`src/rtl/l2_mem_arbiter_pkg.sv`:
```
// Shared types and constants for the L2 instruction/data memory-port arbiter.
// Optional feature macro: L2_MEM_ARB_RR_EN (round-robin arbitration).
package l2_mem_arbiter_pkg;

  typedef enum logic [1:0] {IDLE, BUSY_I, BUSY_D, REL} arb_state_e;

  localparam logic GNT_I = 1'b0;
  localparam logic GNT_D = 1'b1;

  localparam int DEF_ADDR_W = 28;
  localparam int DEF_LINE_W = 128;

endpackage

```
`src/rtl/l2_mem_arbiter_pick.sv`:
```
// Combinational winner selection between the I-side and D-side requesters.
// L2_MEM_ARB_RR_EN selects round-robin; otherwise fixed D priority with a starvation cap.
module l2_arb_pick
  import l2_mem_arbiter_pkg::*;
#(
  parameter int STARVE_LIMIT = 4
) (
  input  logic       pend_i,
  input  logic       pend_d,
  input  logic       last_grant,
  input  logic [3:0] starve_cnt,
  output logic       gnt_vld,
  output logic       winner
);

  always_comb begin
    gnt_vld = pend_i | pend_d;
    winner  = pend_d ? GNT_D : GNT_I;
    if (pend_i && pend_d) begin
`ifdef L2_MEM_ARB_RR_EN
      winner = ~last_grant;
`else
      // I gets one guaranteed slot after STARVE_LIMIT back-to-back D wins
      if (starve_cnt == 4'(STARVE_LIMIT)) winner = GNT_I;
`endif
    end
  end

`ifdef L2_MEM_ARB_RR_EN
  logic [3:0] unused_cnt;
  assign unused_cnt = starve_cnt;
`else
  logic unused_lg;
  assign unused_lg = last_grant;
`endif

endmodule

```
`src/rtl/l2_mem_arbiter.sv`:
```
// Shares one line-wide memory port between the I-side and D-side L2 caches.
// Policy lives in l2_arb_pick; L2_MEM_ARB_RR_EN switches it to round-robin.
module l2_mem_arbiter
  import l2_mem_arbiter_pkg::*;
#(
  parameter int STARVE_LIMIT = 4,
  parameter int ADDR_W       = DEF_ADDR_W,
  parameter int LINE_W       = DEF_LINE_W
) (
  input  logic              clk,
  input  logic              proc_reset,
  input  logic              i_read,
  input  logic              i_write,
  input  logic [ADDR_W-1:0] i_addr,
  input  logic [LINE_W-1:0] i_wdata,
  output logic [LINE_W-1:0] i_rdata,
  output logic              i_ready,
  input  logic              d_read,
  input  logic              d_write,
  input  logic [ADDR_W-1:0] d_addr,
  input  logic [LINE_W-1:0] d_wdata,
  output logic [LINE_W-1:0] d_rdata,
  output logic              d_ready,
  output logic              mem_read,
  output logic              mem_write,
  output logic [ADDR_W-1:0] mem_addr,
  output logic [LINE_W-1:0] mem_wdata,
  input  logic [LINE_W-1:0] mem_rdata,
  input  logic              mem_ready
);

  arb_state_e state, nxt;
  logic [3:0] starve_cnt;
  logic       last_grant;
  logic       pend_i, pend_d, gnt_vld, winner;
  logic       sel_rd, sel_wr;
  logic [ADDR_W-1:0] sel_addr;
  logic [LINE_W-1:0] sel_wdata;

  assign pend_i = i_read | i_write;
  assign pend_d = d_read | d_write;

  l2_arb_pick #(.STARVE_LIMIT(STARVE_LIMIT)) u_pick (
    .pend_i     (pend_i),
    .pend_d     (pend_d),
    .last_grant (last_grant),
    .starve_cnt (starve_cnt),
    .gnt_vld    (gnt_vld),
    .winner     (winner)
  );

  // Write takes precedence if a requester illegally raises both
  assign sel_wr    = (winner == GNT_D) ? d_write : i_write;
  assign sel_rd    = ((winner == GNT_D) ? d_read : i_read) & ~sel_wr;
  assign sel_addr  = (winner == GNT_D) ? d_addr  : i_addr;
  assign sel_wdata = (winner == GNT_D) ? d_wdata : i_wdata;

  always_ff @(posedge clk) begin
    if (proc_reset) state <= IDLE;
    else            state <= nxt;
  end

  always_comb begin
    nxt = state;
    case (state)
      IDLE:           if (gnt_vld) nxt = (winner == GNT_D) ? BUSY_D : BUSY_I;
      BUSY_I, BUSY_D: if (mem_ready) nxt = REL;
      REL:            nxt = IDLE;
      default:        nxt = IDLE;
    endcase
  end

  always_ff @(posedge clk) begin
    if (proc_reset) begin
      mem_read   <= 1'b0;
      mem_write  <= 1'b0;
      mem_addr   <= '0;
      mem_wdata  <= '0;
      i_rdata    <= '0;
      d_rdata    <= '0;
      i_ready    <= 1'b0;
      d_ready    <= 1'b0;
      starve_cnt <= 4'd0;
      last_grant <= GNT_D;
    end else begin
      i_ready <= 1'b0;
      d_ready <= 1'b0;
      case (state)
        IDLE: if (gnt_vld) begin
          mem_read   <= sel_rd;
          mem_write  <= sel_wr;
          mem_addr   <= sel_addr;
          mem_wdata  <= sel_wdata;
          last_grant <= winner;
          if (winner == GNT_I)  starve_cnt <= 4'd0;
          else if (pend_i)      starve_cnt <= starve_cnt + 4'd1;
        end
        BUSY_I, BUSY_D: if (mem_ready) begin
          mem_read  <= 1'b0;
          mem_write <= 1'b0;
          if (state == BUSY_I) begin
            i_ready <= 1'b1;
            if (mem_read) i_rdata <= mem_rdata;
          end else begin
            d_ready <= 1'b1;
            if (mem_read) d_rdata <= mem_rdata;
          end
        end
        default: ;
      endcase
    end
  end

endmodule
```
`config.mk`:
```
export PLATFORM = sky130hd
export DESIGN_NAME = l2_mem_arbiter
export DESIGN_NICKNAME = d
export VERILOG_FILES = /design/src/rtl/l2_mem_arbiter_pkg.sv /design/src/rtl/l2_mem_arbiter_pick.sv /design/src/rtl/l2_mem_arbiter.sv
export SDC_FILE = /design/constraint.sdc
export NUM_CORES = 1
export LEC_CHECK = 0
export BUFFER_PORTS_ARGS = -buffer_cell sky130_fd_sc_hd__buf_2
export CAP_MARGIN = 10
export CELL_PAD_IN_SITES_DETAIL_PLACEMENT = 0
export CELL_PAD_IN_SITES_GLOBAL_PLACEMENT = 2
export CORE_AREA = 3 3 333 335
export CTS_CLUSTER_SIZE = 10
export DETAILED_ROUTE_END_ITERATION = 10
export DIE_AREA = 0 0 336 338
export GPL_ROUTABILITY_DRIVEN = 1
export MAX_ROUTING_LAYER = met4
export PLACE_DENSITY_LB_ADDON = 0.1
export SLEW_MARGIN = 5
export SYNTH_ARGS = -nofsm -noshare
export SYNTH_HDL_FRONTEND = slang
export SYNTH_SLANG_ARGS = --single-unit
```
`constraint.sdc`:
```
create_clock -name clk -period 1.9 [get_ports clk]
set_input_delay 0.38 -clock clk [delete_from_list [all_inputs] [get_ports clk]]
set_output_delay 0.38 -clock clk [all_outputs]
set_load 0.005 [all_outputs]
```
==> results.txt, run 1 <==
----------------------------------------------------
[Cells and area]
  Footprint of the multi-input gates ... 7455 um^2
  Filler Cells Inserted ... 12010
  Synthesis-to-finish area growth ... 62.42%
  Proportion of layout cells with a drive suffix above 1 ... 38.54%
  Total area of sequential cells ... 8449 um^2
  Final Net Count ... 3511

[Die]
  Die height ... 338 um
  Die X ... 336 um
  Row count ... between 100 and 150
  Number of ports placed on the die boundary ... around 860
  Floorplan die area ... around 110000 um^2
  Total core area ... 108400 um^2
  Effective utilization at floorplan ... 15.34%

[Worst setup path]
  Worst setup SP type ... flip-flop
  Cell class contributing the biggest share of worst-path delay ... simple AND/OR/NAND/NOR gates
  Slowest-stage cell, CP ... dfxtp_1
  Worst path bufs/invs ... 4
  CP most frequent cell ... buf_12
  Critical path's largest stage delay ... 330 ps
  Required time of the worst setup path ... 2430 ps
  CP Capture Type ... flip-flop
  Crit path kind ... flip-flop to flip-flop
  Data arrival time of the critical path ... 2380 ps
  CP max FO ... 19
  Ordered list of cells on the worst path ... inv_1 > ha_1 > nand3b_1 > o22ai_4 > buf_12 > buf_12 > buf_12 > nor3_1 > nor4_2

[Detailed routing]
  Number of nets with antenna violations after routing ... 0
  Final Routed Wirelength ... 100600 um
  Routed via count ... about 19000
  Wirelength per Cell ... 22.14 um
  Post-route DRC ... 0
  Avg Vias per Cell ... around 4.1
  Number of iterations in the first detailed-routing pass ... 5
  Initial detailed-routing violation count ... 698

[Clock tree]
  Bufs on Longest Clock Path ... 3
  Max H-tree Level ... 2
  Later-pin clock latency in the skew report ... 650 ps
  TritonCTS clock tree ... done
  Clock sink count ... 422
  Number of buffers created by CTS ... 58
  Root buffer selected by CTS ... clkbuf_16
  Clock input transition at the sequential cells of the worst setup and hold paths ... 60 ps

[Worst hold path]
  Kind of path behind the tightest hold check ... input pin to flip-flop

[Logic synthesis]
  Multiplexer share of the synthesized area ... 0.06020%
  Adder-cell share of the synthesized area ... 0.4515%
  Xor/xnor share of the synthesized area ... 0%
  Synthesis warning total ... 0
  Number of enable flip-flop cells after synthesis ... 0
  Compound-gate portion of the synthesized area ... 8.699%
  Area share of and/or/nand/nor cells after synthesis ... a little over a third
  Post-synth cell types ... 35
  Post-synthesis average cell area ... 8.032 um^2
  Largest family of logic cells by synthesized area ... simple AND/OR/NAND/NOR gates
  Netlist area before placement ... 16630 um^2
  Sequential-to-total area share from yosys stat ... 50.81%
  Post-synthesis async set-or-reset flop share ... 0%
  Synthesis-stage register bit count ... 422
  Main flop type after synthesis ... dfxtp_1
  Number of nets produced by synthesis ... roughly 2500
  Cells after synthesis ... between 2000 and 2500

[Placement]
  Gpl congestion ... 0.8422
  Hpwl dp ... 77800 um
  Worst slack at placement ... -90.05 ps
  Input/output buffers ... 862

[Run status]
  Result of the run ... finished, final reports clean

[STA]
  F_max ... 539.6 MHz
  Final setup violating endpoints ... 0
  Worst-case headroom to the max-slew limit ... between 70% and 80%
  Part of the cycle the worst path needs ... 97.55%
  Worst Slack Setup Final ... 46.61 ps
  Unrepaired setup endpoints after global routing ... yes
  Post-layout min period ... 1853 ps
  Worst hold slack ... 9.701 ps
  Worst Tran Pin Value ... 410.5 ps
  Clk_skew ... 23.09 ps
  Final hold violations ... 0
  Final count of pins violating max slew ... 0

[Power]
  Worst voltage drop across the vdd grid ... 0.5476 mV
  Power density over the cells ... 1209 nW/um^2
  Pleak ... 11.35 nW

[Global route]
  Wire length of the first global-routing pass ... 140600 um
  Aggregate global-route resource usage ... 17.26%
  Maximum number of pins on one net before global-route repair ... 57
  Antenna violations before repair ... 37
  Number of global-route vias before repair ... 19090
  Overflow left after global routing ... 0

[Run]
  Max-cap check violation count ... 0

----------------------------------------------------
stage by stage:
step	area, um^2	TNS [ps]	power, mW	util (%)	cells
4_1_cts	26730	0	33.32	24.66	4509
5_1_grt	27000	-301.8	34.68	24.91	4539
2_1_floorplan	16630	-2899	16.19	-	2070
3_3_place_gp	23540	-520.5	21.55	21.72	4275
3_5_place_dp	23540	-1909	21.68	21.72	4275
6_report	27010	0	32.64	24.91	4541
Yosys cell counts (3+ instances only):
cell | number | area, um^2
nor2_1 | 162 | 608.1
buf_2 | 39 | 195.2
clkbuf_1 | 137 | 514.2
nor4_2 | 99 | 1239
a21oi_1 | 263 | 1316
buf_4 | 7 | 52.55
inv_1 | 6 | 22.52
nor3_1 | 313 | 1567
nand3_1 | 3 | 15.01
ha_1 | 6 | 75.07
nand2_1 | 518 | 1944
buf_1 | 8 | 30.03
nor4_1 | 58 | 362.9
dfxtp_1 | 422 | 8448
o21ai_0 | 4 | 20.02
worst paths after layout:
check / startpoint / to / slack [ps] / cells past startpoint
worst min register to register: d_rdata[73] / d_rdata[73] / 450 / 2
worst max-delay path: starve_cnt[0] / mem_wdata[116] / 50 / 9
worst max register to register: starve_cnt[0] / mem_wdata[116] / 50 / 9
worst min-delay path: d_wdata[80] / mem_wdata[80] / 10 / 3
repair_timing:
item,4_1_cts,5_1_grt
buffers inserted,1,5
endpoints found under the setup margin,16,71
gates resized for setup,2,16
hold buffers,128,0
hold endpoints to repair,256,0
pin swaps,0,8
gates cloned,0,3
worst register-to-register path, cell delays in order (launching register included):
cell,delay (ps)
dfxtp_1,330
inv_1,40
ha_1,190
nand3b_1,190
o22ai_4,140
buf_12,170
buf_12,160
buf_12,150
nor3_1,270
nor4_2,90
sequential cells by signal (all words and copies together) (netlist names), 2 cells and up:
| signal | cells |
|---|---|
| d_rdata | 128 |
| mem_addr | 28 |
| mem_wdata | 128 |
| starve_cnt | 4 |
| i_rdata | 128 |
| state | 2 |
report_power, final:
part	switching [mW]	internal [mW]
clock	4.58	6.39
sequential	0.840	10.4
combinational	6.22	4.18
total	11.6	21.0
kinds of logic (layout without fill, tap and decap cells):
| family | count (synthesis) | count (layout) |
|---|---|---|
| other | 0 | 24 |
| AOI/OAI and AO/OA | 278 | 278 |
| DFF | 422 | 422 |
| muxes | 1 | 1 |
| adders and majority gates | 6 | 6 |
| buffers and inverters | 197 | 1230 |
| and+or+nand+nor | 1166 | 1166 |
placed cells by master, fill, tap and decap left out, types with 62 or more instances in the layout:
| cell | n |
|---|---|
| nand2_1 | 517 |
| dfxtp_1 | 421 |
| a21oi_1 | 259 |
| clkbuf_16 | 62 |
| dlygate4sd3_1 | 128 |
| nor4_2 | 99 |
| buf_4 | 67 |
| nor2_1 | 162 |
| nor3_1 | 312 |
| buf_2 | 861 |
routing by layer:
metal / track usage [%] / wire length (um)
met1: 18.04 / 37930
met4: 5.538 / 3013
met3: 5.162 / 7158
met5: - / 0
met2: 31.05 / 52450
layout make-up:
cell class	count	share of cell area (%)
multi-input combinational	1451	27.60
sequential	422	31.29
antenna	24	0.2224
clock inverter	19	0.7320
inverter	6	0.08340
timing repair buffer	1119	27.27
clock buffer	86	6.245
tap	1414	6.551
No activity file was read; power rests on OpenSTA's default activity.
==> run 2: changes to the inputs <==
--- a/config.mk
+++ b/config.mk
@@ -16,6 +16,7 @@
 export GPL_ROUTABILITY_DRIVEN = 1
 export MAX_ROUTING_LAYER = met4
 export PLACE_DENSITY_LB_ADDON = 0.1
+export SETUP_SLACK_MARGIN = 0.3
 export SLEW_MARGIN = 5
 export SYNTH_ARGS = -nofsm -noshare
 export SYNTH_HDL_FRONTEND = slang
==> run 2 against run 1 <==
Effect of this change: wire length increased by 7.8%; clock power fell by 8%; design area rose by 14%; first-iteration DRC count up 0.14%; sequential power barely moved; maximum frequency is 0.94% lower; worst setup slack got worse by 18 ps; highest routed layer unchanged.
==> results.txt, run 2 (synthesized netlist as in run 1, its figures left out) <==
----------------------------------------------------
[Run status]
  Result of the run ... finished, final reports clean

[Worst setup path]
  Worst R2R End ... mem_addr[13]
  CP Capture Type ... flip-flop
  Data arrival time of the critical path ... 2390 ps
  Register-to-register setup slack ... roughly 29 ps
  CP max FO ... 16
  Termination of the worst setup path ... mem_addr[13]
  Length in cells of the worst reg-to-reg path ... 8
  Crit Reg-Reg Startpoint ... starve_cnt[1]
  Source of the critical timing path ... starve_cnt[1]
  Worst setup SP type ... flip-flop
  Crit path kind ... flip-flop to flip-flop
  Required time of the worst setup path ... 2420 ps

[Global route]
  Number of global-route vias before repair ... between 15000 and 20000
  Maximum number of pins on one net before global-route repair ... 66
  Wire length of the first global-routing pass ... 141600 um
  Overflow left after global routing ... 0
  Aggregate global-route resource usage ... 17.44%
  Antenna violations before repair ... 43

[Detailed routing]
  Avg Vias per Cell ... 4.228
  Routed via count ... 19640
  Number of nets with antenna violations after routing ... 0
  Post-route DRC ... 0
  Final Routed Wirelength ... 108400 um
  Number of iterations in the first detailed-routing pass ... 5
  Initial detailed-routing violation count ... 699
  Wirelength per Cell ... around 23 um

[STA]
  Worst-case headroom to the max-slew limit ... a little under half
  Worst Tran Pin Value ... 798.3 ps
  Unrepaired setup endpoints after global routing ... yes
  Part of the cycle the worst path needs ... 98.47%
  Final count of pins violating max slew ... 0
  Worst Slack Setup Final ... a little under 30 ps
  Clk_skew ... between 20 and 25 ps
  Final hold violations ... 0
  F_max ... ~530 MHz
  Post-layout min period ... between 1500 and 2000 ps
  Final setup violating endpoints ... 0

[Cells and area]
  Highest-count cells in the layout ignoring fill and taps ... buf_2 (861), nand2_1 (462), dfxtp_1 (418), a21oi_1 (217), nor3_1 (166)
  Final Net Count ... 3625
  Footprint of the multi-input gates ... 9156 um^2
  Final non-filler cell total ... between 4000 and 5000
  Filler Cells Inserted ... 11800
  Proportion of layout cells with a drive suffix above 1 ... 48.18%
  Synthesis-to-finish area growth ... 85.19%
  Total area of sequential cells ... 8453 um^2
  Cell area after layout ... 30790 um^2
  Leading registers by flop count ... d_rdata x128, i_rdata x128, mem_wdata x128
  Most frequent standard cell in the layout excluding fill and tap cells ... buf_2

[Die]
  Floorplan die area ... between 100000 and 150000 um^2
  Row count ... about 120
  Total core area ... roughly 110000 um^2
  Effective utilization at floorplan ... between 10% and 20%
  Number of ports placed on the die boundary ... 863
  Die X ... around 340 um
  Die height ... 338 um

[Clock tree]
  Later-pin clock latency in the skew report ... 650 ps
  Root buffer selected by CTS ... clkbuf_16
  Clock input transition at the sequential cells of the worst setup and hold paths ... 60 ps
  Bufs on Longest Clock Path ... 3
  Clock sink count ... between 400 and 500
  Max H-tree Level ... 2
  Number of buffers created by CTS ... 56
  TritonCTS clock tree ... done

[Power]
  Power density over the cells ... 1149 nW/um^2
  Pleak ... 12.87 nW
  Worst voltage drop across the vdd grid ... 0.6506 mV

[Placement]
  Cell Area, Placed ... roughly 23000 um^2
  Hpwl dp ... 75230 um
  Worst slack at placement ... -106.7 ps
  Gpl congestion ... 0.8206
  Input/output buffers ... 862
  Post-placement cell count ... approximately 4300

[Worst hold path]
  Kind of path behind the tightest hold check ... input pin to flip-flop

[Run]
  Max-cap check violation count ... 0

----------------------------------------------------
[run 2: cell types whose count changed in the layout (fill, tap and decap cells not counted), moves of 25 or more]
cell	before	now
nor3_1	312	166
nor3_2	1	93
nand2_1	517	462
nor3_4	0	54
a21oi_1	259	217
a21oi_2	4	46
nand2_4	0	36
clkbuf_16	62	94
buf_6	3	28
[run 2: worst max-delay path: stages, from the launching register on]
cell,delay (ps)
dfxtp_2,320
inv_2,70
ha_4,130
nand3b_1,190
o22a_4,350
buf_12,180
buf_12,160
nor3_1,230
nor4_2,80
[run 2: metrics by stage]
step	setup TNS (ps)	util, %	hold WS [ps]	total power [mW]
6_report	0	28.41	16.75	35.39
5_1_grt	-755.1	28.40	13.07	37.38
4_1_cts	0	25.67	1.615	34.39
3_5_place_dp	-5269	21.61	441.8	21.36
3_3_place_gp	-2814	21.61	439.6	21.31
2_1_floorplan	0	-	452.7	16.42
[run 2: where the power goes]
| group | internal [mW] | total, mW | switching, mW | leakage [nW] |
|---|---|---|---|---|
| registers | 10.4 | 11.3 | 0.877 | 3.44 |
| logic | 6.36 | 14.0 | 7.61 | 8.61 |
| clock network | 5.70 | 10.1 | 4.42 | 0.820 |
| total | 22.5 | 35.4 | 12.9 | 12.9 |
[run 2: timing repair]
action | CTS | global route
hold buffers | 142 | 4
gates resized for setup | 121 | 354
pin swaps | 34 | 138
endpoints found under the setup margin | 448 | 461
buffers inserted | 25 | 31
cloned | 18 | 42
endpoints found under the hold margin | 270 | 4
[run 2: worst min path at each step]
stage,startpoint,endpoint,cells past startpoint
3_3_place_gp,d_rdata[61],d_rdata[61],2
4_1_cts,d_wdata[17],mem_wdata[17],3
2_1_floorplan,d_rdata[0],d_rdata[0],2
3_5_place_dp,i_rdata[54],i_rdata[54],2
6_report,d_wdata[60],mem_wdata[60],3
5_1_grt,d_wdata[62],mem_wdata[62],3
[run 2: area by class of cell]
type                    instances  share of cell area (%)
diodes                         23                  0.1869
clock buffers                  84                   5.120
clock inverters                 9                  0.3251
inverters                       6                 0.07314
multi-input cells            1452                   29.74
flip-flops and latches        422                   27.45
well taps                    1414                   5.746
repair buffers               1234                   31.36
[run 2: per-layer routing]
metal / track usage, % / vias to the layer above / share of wire [%]
met5: - / - / 0
met4: 5.941 / 0 / 3.3
met3: 4.631 / 174 / 6.3
met2: 31.39 / 605 / 51
met1: 18.47 / 9498 / 39
li1: - / 9359 / -
==> run 3: changes to the inputs <==
--- a/config.mk
+++ b/config.mk
@@ -7,7 +7,7 @@
 export LEC_CHECK = 0
 export BUFFER_PORTS_ARGS = -buffer_cell sky130_fd_sc_hd__buf_2
 export CAP_MARGIN = 10
-export CELL_PAD_IN_SITES_DETAIL_PLACEMENT = 0
+export CELL_PAD_IN_SITES_DETAIL_PLACEMENT = 1
 export CELL_PAD_IN_SITES_GLOBAL_PLACEMENT = 2
 export CORE_AREA = 3 3 333 335
 export CTS_CLUSTER_SIZE = 10
==> run 3 against run 2 <==
Effect of this change: largest cell class unchanged; via count grew 1.5%; wire length increased by 2.8%; utilization is 0.56 points higher; worst setup slack lost 7.6 ps; register-to-register slack hardly changed; sequential power about the same; first-iteration DRC count decreased by 17%; flip-flop and latch count unchanged; non-clock buffer count rose by 22.
==> results.txt, run 3 (synthesized netlist as in run 1, its figures left out) <==
----------------------------------------------------
[Power]
  Design internal power ... 23.34 mW
  Power density over the cells ... around 1200 nW/um^2
  Switching power ... ~13 mW
  Sequential cell fraction of total power ... 31.1%
  Worst voltage drop across the vdd grid ... 0.5958 mV
  Switching part of the total power ... a little over a third
  Clock network fraction of total power ... 30.3%
  Share of power burned in combinational logic ... 38.7%
  Pleak ... about 13 nW

[Detailed routing]
  Number of iterations in the first detailed-routing pass ... 4
  Routed via count ... 19920
  Final Routed Wirelength ... between 100000 and 150000 um
  Avg Vias per Cell ... 4.252
  Initial detailed-routing violation count ... 577
  Post-route DRC ... 0
  Wirelength per Cell ... approximately 24 um
  Number of nets with antenna violations after routing ... 0

[Worst hold path]
  Kind of path behind the tightest hold check ... input pin to flip-flop

[STA]
  Worst Tran Pin Value ... 781.9 ps
  Worst-case headroom to the max-slew limit ... a little under half
  F_max ... ~530 MHz
  Final hold violations ... 0
  Clk_skew ... between 20 and 25 ps
  Worst Slack Setup Final ... 21.45 ps
  Unrepaired setup endpoints after global routing ... yes
  Part of the cycle the worst path needs ... a little over nine tenths
  Summed negative setup slack over all endpoints ... 0 ps
  Final count of pins violating max slew ... 0
  Final setup violating endpoints ... 0
  Post-layout min period ... 1879 ps
  Worst hold slack ... approximately 32 ps

[Cells and area]
  Synthesis-to-finish area growth ... 88.84%
  Leading registers by flop count ... d_rdata x128, i_rdata x128, mem_wdata x128
  Post-layout util ... 28.97%
  Most frequent standard cell in the layout excluding fill and tap cells ... buf_2
  Final Net Count ... 3649
  Filler Cells Inserted ... 12670
  Cell area after layout ... roughly 31000 um^2
  Proportion of layout cells with a drive suffix above 1 ... 49.55%
  Highest-count cells in the layout ignoring fill and taps ... buf_2 (861), nand2_1 (469), dfxtp_1 (418), a21oi_1 (219), nor2_1 (162)

[Placement]
  Gpl congestion ... 0.8206
  Input/output buffers ... ~860
  Hpwl dp ... 77360 um
  Cell Area, Placed ... 23430 um^2
  Worst slack at placement ... -123.2 ps

[Die]
  Die X ... 336 um
  Total core area ... 108400 um^2
  Effective utilization at floorplan ... 15.34%
  Floorplan die area ... 113600 um^2
  Number of ports placed on the die boundary ... 863
  Die height ... between 300 and 400 um
  Row count ... between 100 and 150

[Global route]
  Number of global-route vias before repair ... 21020
  Wire length of the first global-routing pass ... 148700 um
  Antenna violations before repair ... 48
  Aggregate global-route resource usage ... 18.17%
  Maximum number of pins on one net before global-route repair ... 66
  Overflow left after global routing ... 0

[Clock tree]
  Root buffer selected by CTS ... clkbuf_16
  Bufs on Longest Clock Path ... 3
  Later-pin clock latency in the skew report ... 650 ps
  Max H-tree Level ... 2
  Clock sink count ... 422
  TritonCTS clock tree ... done
  Number of buffers created by CTS ... 59
  Clock input transition at the sequential cells of the worst setup and hold paths ... 60 ps

[Worst setup path]
  Required time of the worst setup path ... 2470 ps
  CP max FO ... 3
  CP Capture Type ... flip-flop
  Data arrival time of the critical path ... 2450 ps
  Worst setup SP type ... flip-flop
  Crit path kind ... flip-flop to flip-flop

[Run]
  Max-cap check violation count ... 0

[Run status]
  Result of the run ... finished, final reports clean

----------------------------------------------------
==> run 3: changes by cell type in the layout (fill, tap and decap cells not counted), moves of 5 or more <==
cell | previous run | this run
buf_4 | 61 | 75
buf_6 | 28 | 34
buf_12 | 54 | 63
nor3_1 | 166 | 130
nand2_2 | 20 | 9
nand2_1 | 462 | 469
clkbuf_8 | 7 | 12
diode_2 | 23 | 32
nor3_2 | 93 | 131
==> run 3: area by class of cell <==
cell class / count / area (um^2) / area share [%]
timing repair buffer: 1256 / 9847 / 31.36
antenna: 32 / 80.08 / 0.2550
inverter: 6 / 22.52 / 0.07173
clock buffer: 91 / 1717 / 5.467
multi-input combinational: 1451 / 9329 / 29.71
tap: 1414 / 1769 / 5.635
clock inverter: 13 / 181.4 / 0.5778
sequential: 422 / 8453 / 26.92
==> run 3: metal layers <==
layer / wire (um) / global-route usage [%] / vias up / part of all wire, %
met2: 57280 / 32.80 / 579 / 51
met5: 0 / - / - / 0
met1: 43190 / 18.94 / 9768 / 39
li1: - / - / 9389 / -
met4: 4140 / 7.017 / 0 / 3.7
met3: 6782 / 4.671 / 185 / 6.1
==> run 3: final timing paths <==
kind	from	end	cells past startpoint	slack [ps]
setup / recovery	starve_cnt[1]	starve_cnt[3]	8	20
hold / removal	i_wdata[14]	mem_wdata[14]	3	30
setup reg to reg	starve_cnt[1]	starve_cnt[3]	8	20
hold reg to reg	d_rdata[43]	d_rdata[43]	2	450
==> run 3: worst max-delay path: stages (launching register included) <==
cell and delay (ps):
dfxtp_2 330, inv_2 40, ha_4 150, nand3b_1 200, o22ai_4 130, buf_4 160
buf_6 120, or4_4 520, a31oi_4 140
==> run 3: what timing repair did <==
| action | CTS | global route |
|---|---|---|
| resized for setup | 151 | 350 |
| cloned | 21 | 35 |
| hold buffers | 146 | 2 |
| setup buffers | 34 | 45 |
| endpoints found under the hold margin | 274 | 2 |
| setup endpoints to repair | 447 | 460 |
| pin swaps | 72 | 132 |
==> run 3: metrics by stage <==
stage | power, mW | std cells
after floorplan | 16.42 | 2070
after global placement | 21.31 | 4266
after detailed placement | 21.49 | 4266
after CTS | 35.73 | 4571
after global routing | 38.62 | 4681
final | 36.57 | 4685
==> run 3: power by group through the flow <==
stage,clock network (mW),registers (mW),logic (mW)
3_5_place_dp,0,11.5,10.0
2_1_floorplan,0,11.5,4.91
4_1_cts,11.6,11.3,12.8
3_3_place_gp,0,11.4,9.87
5_1_grt,11.9,11.5,15.2
6_report,11.1,11.4,14.1
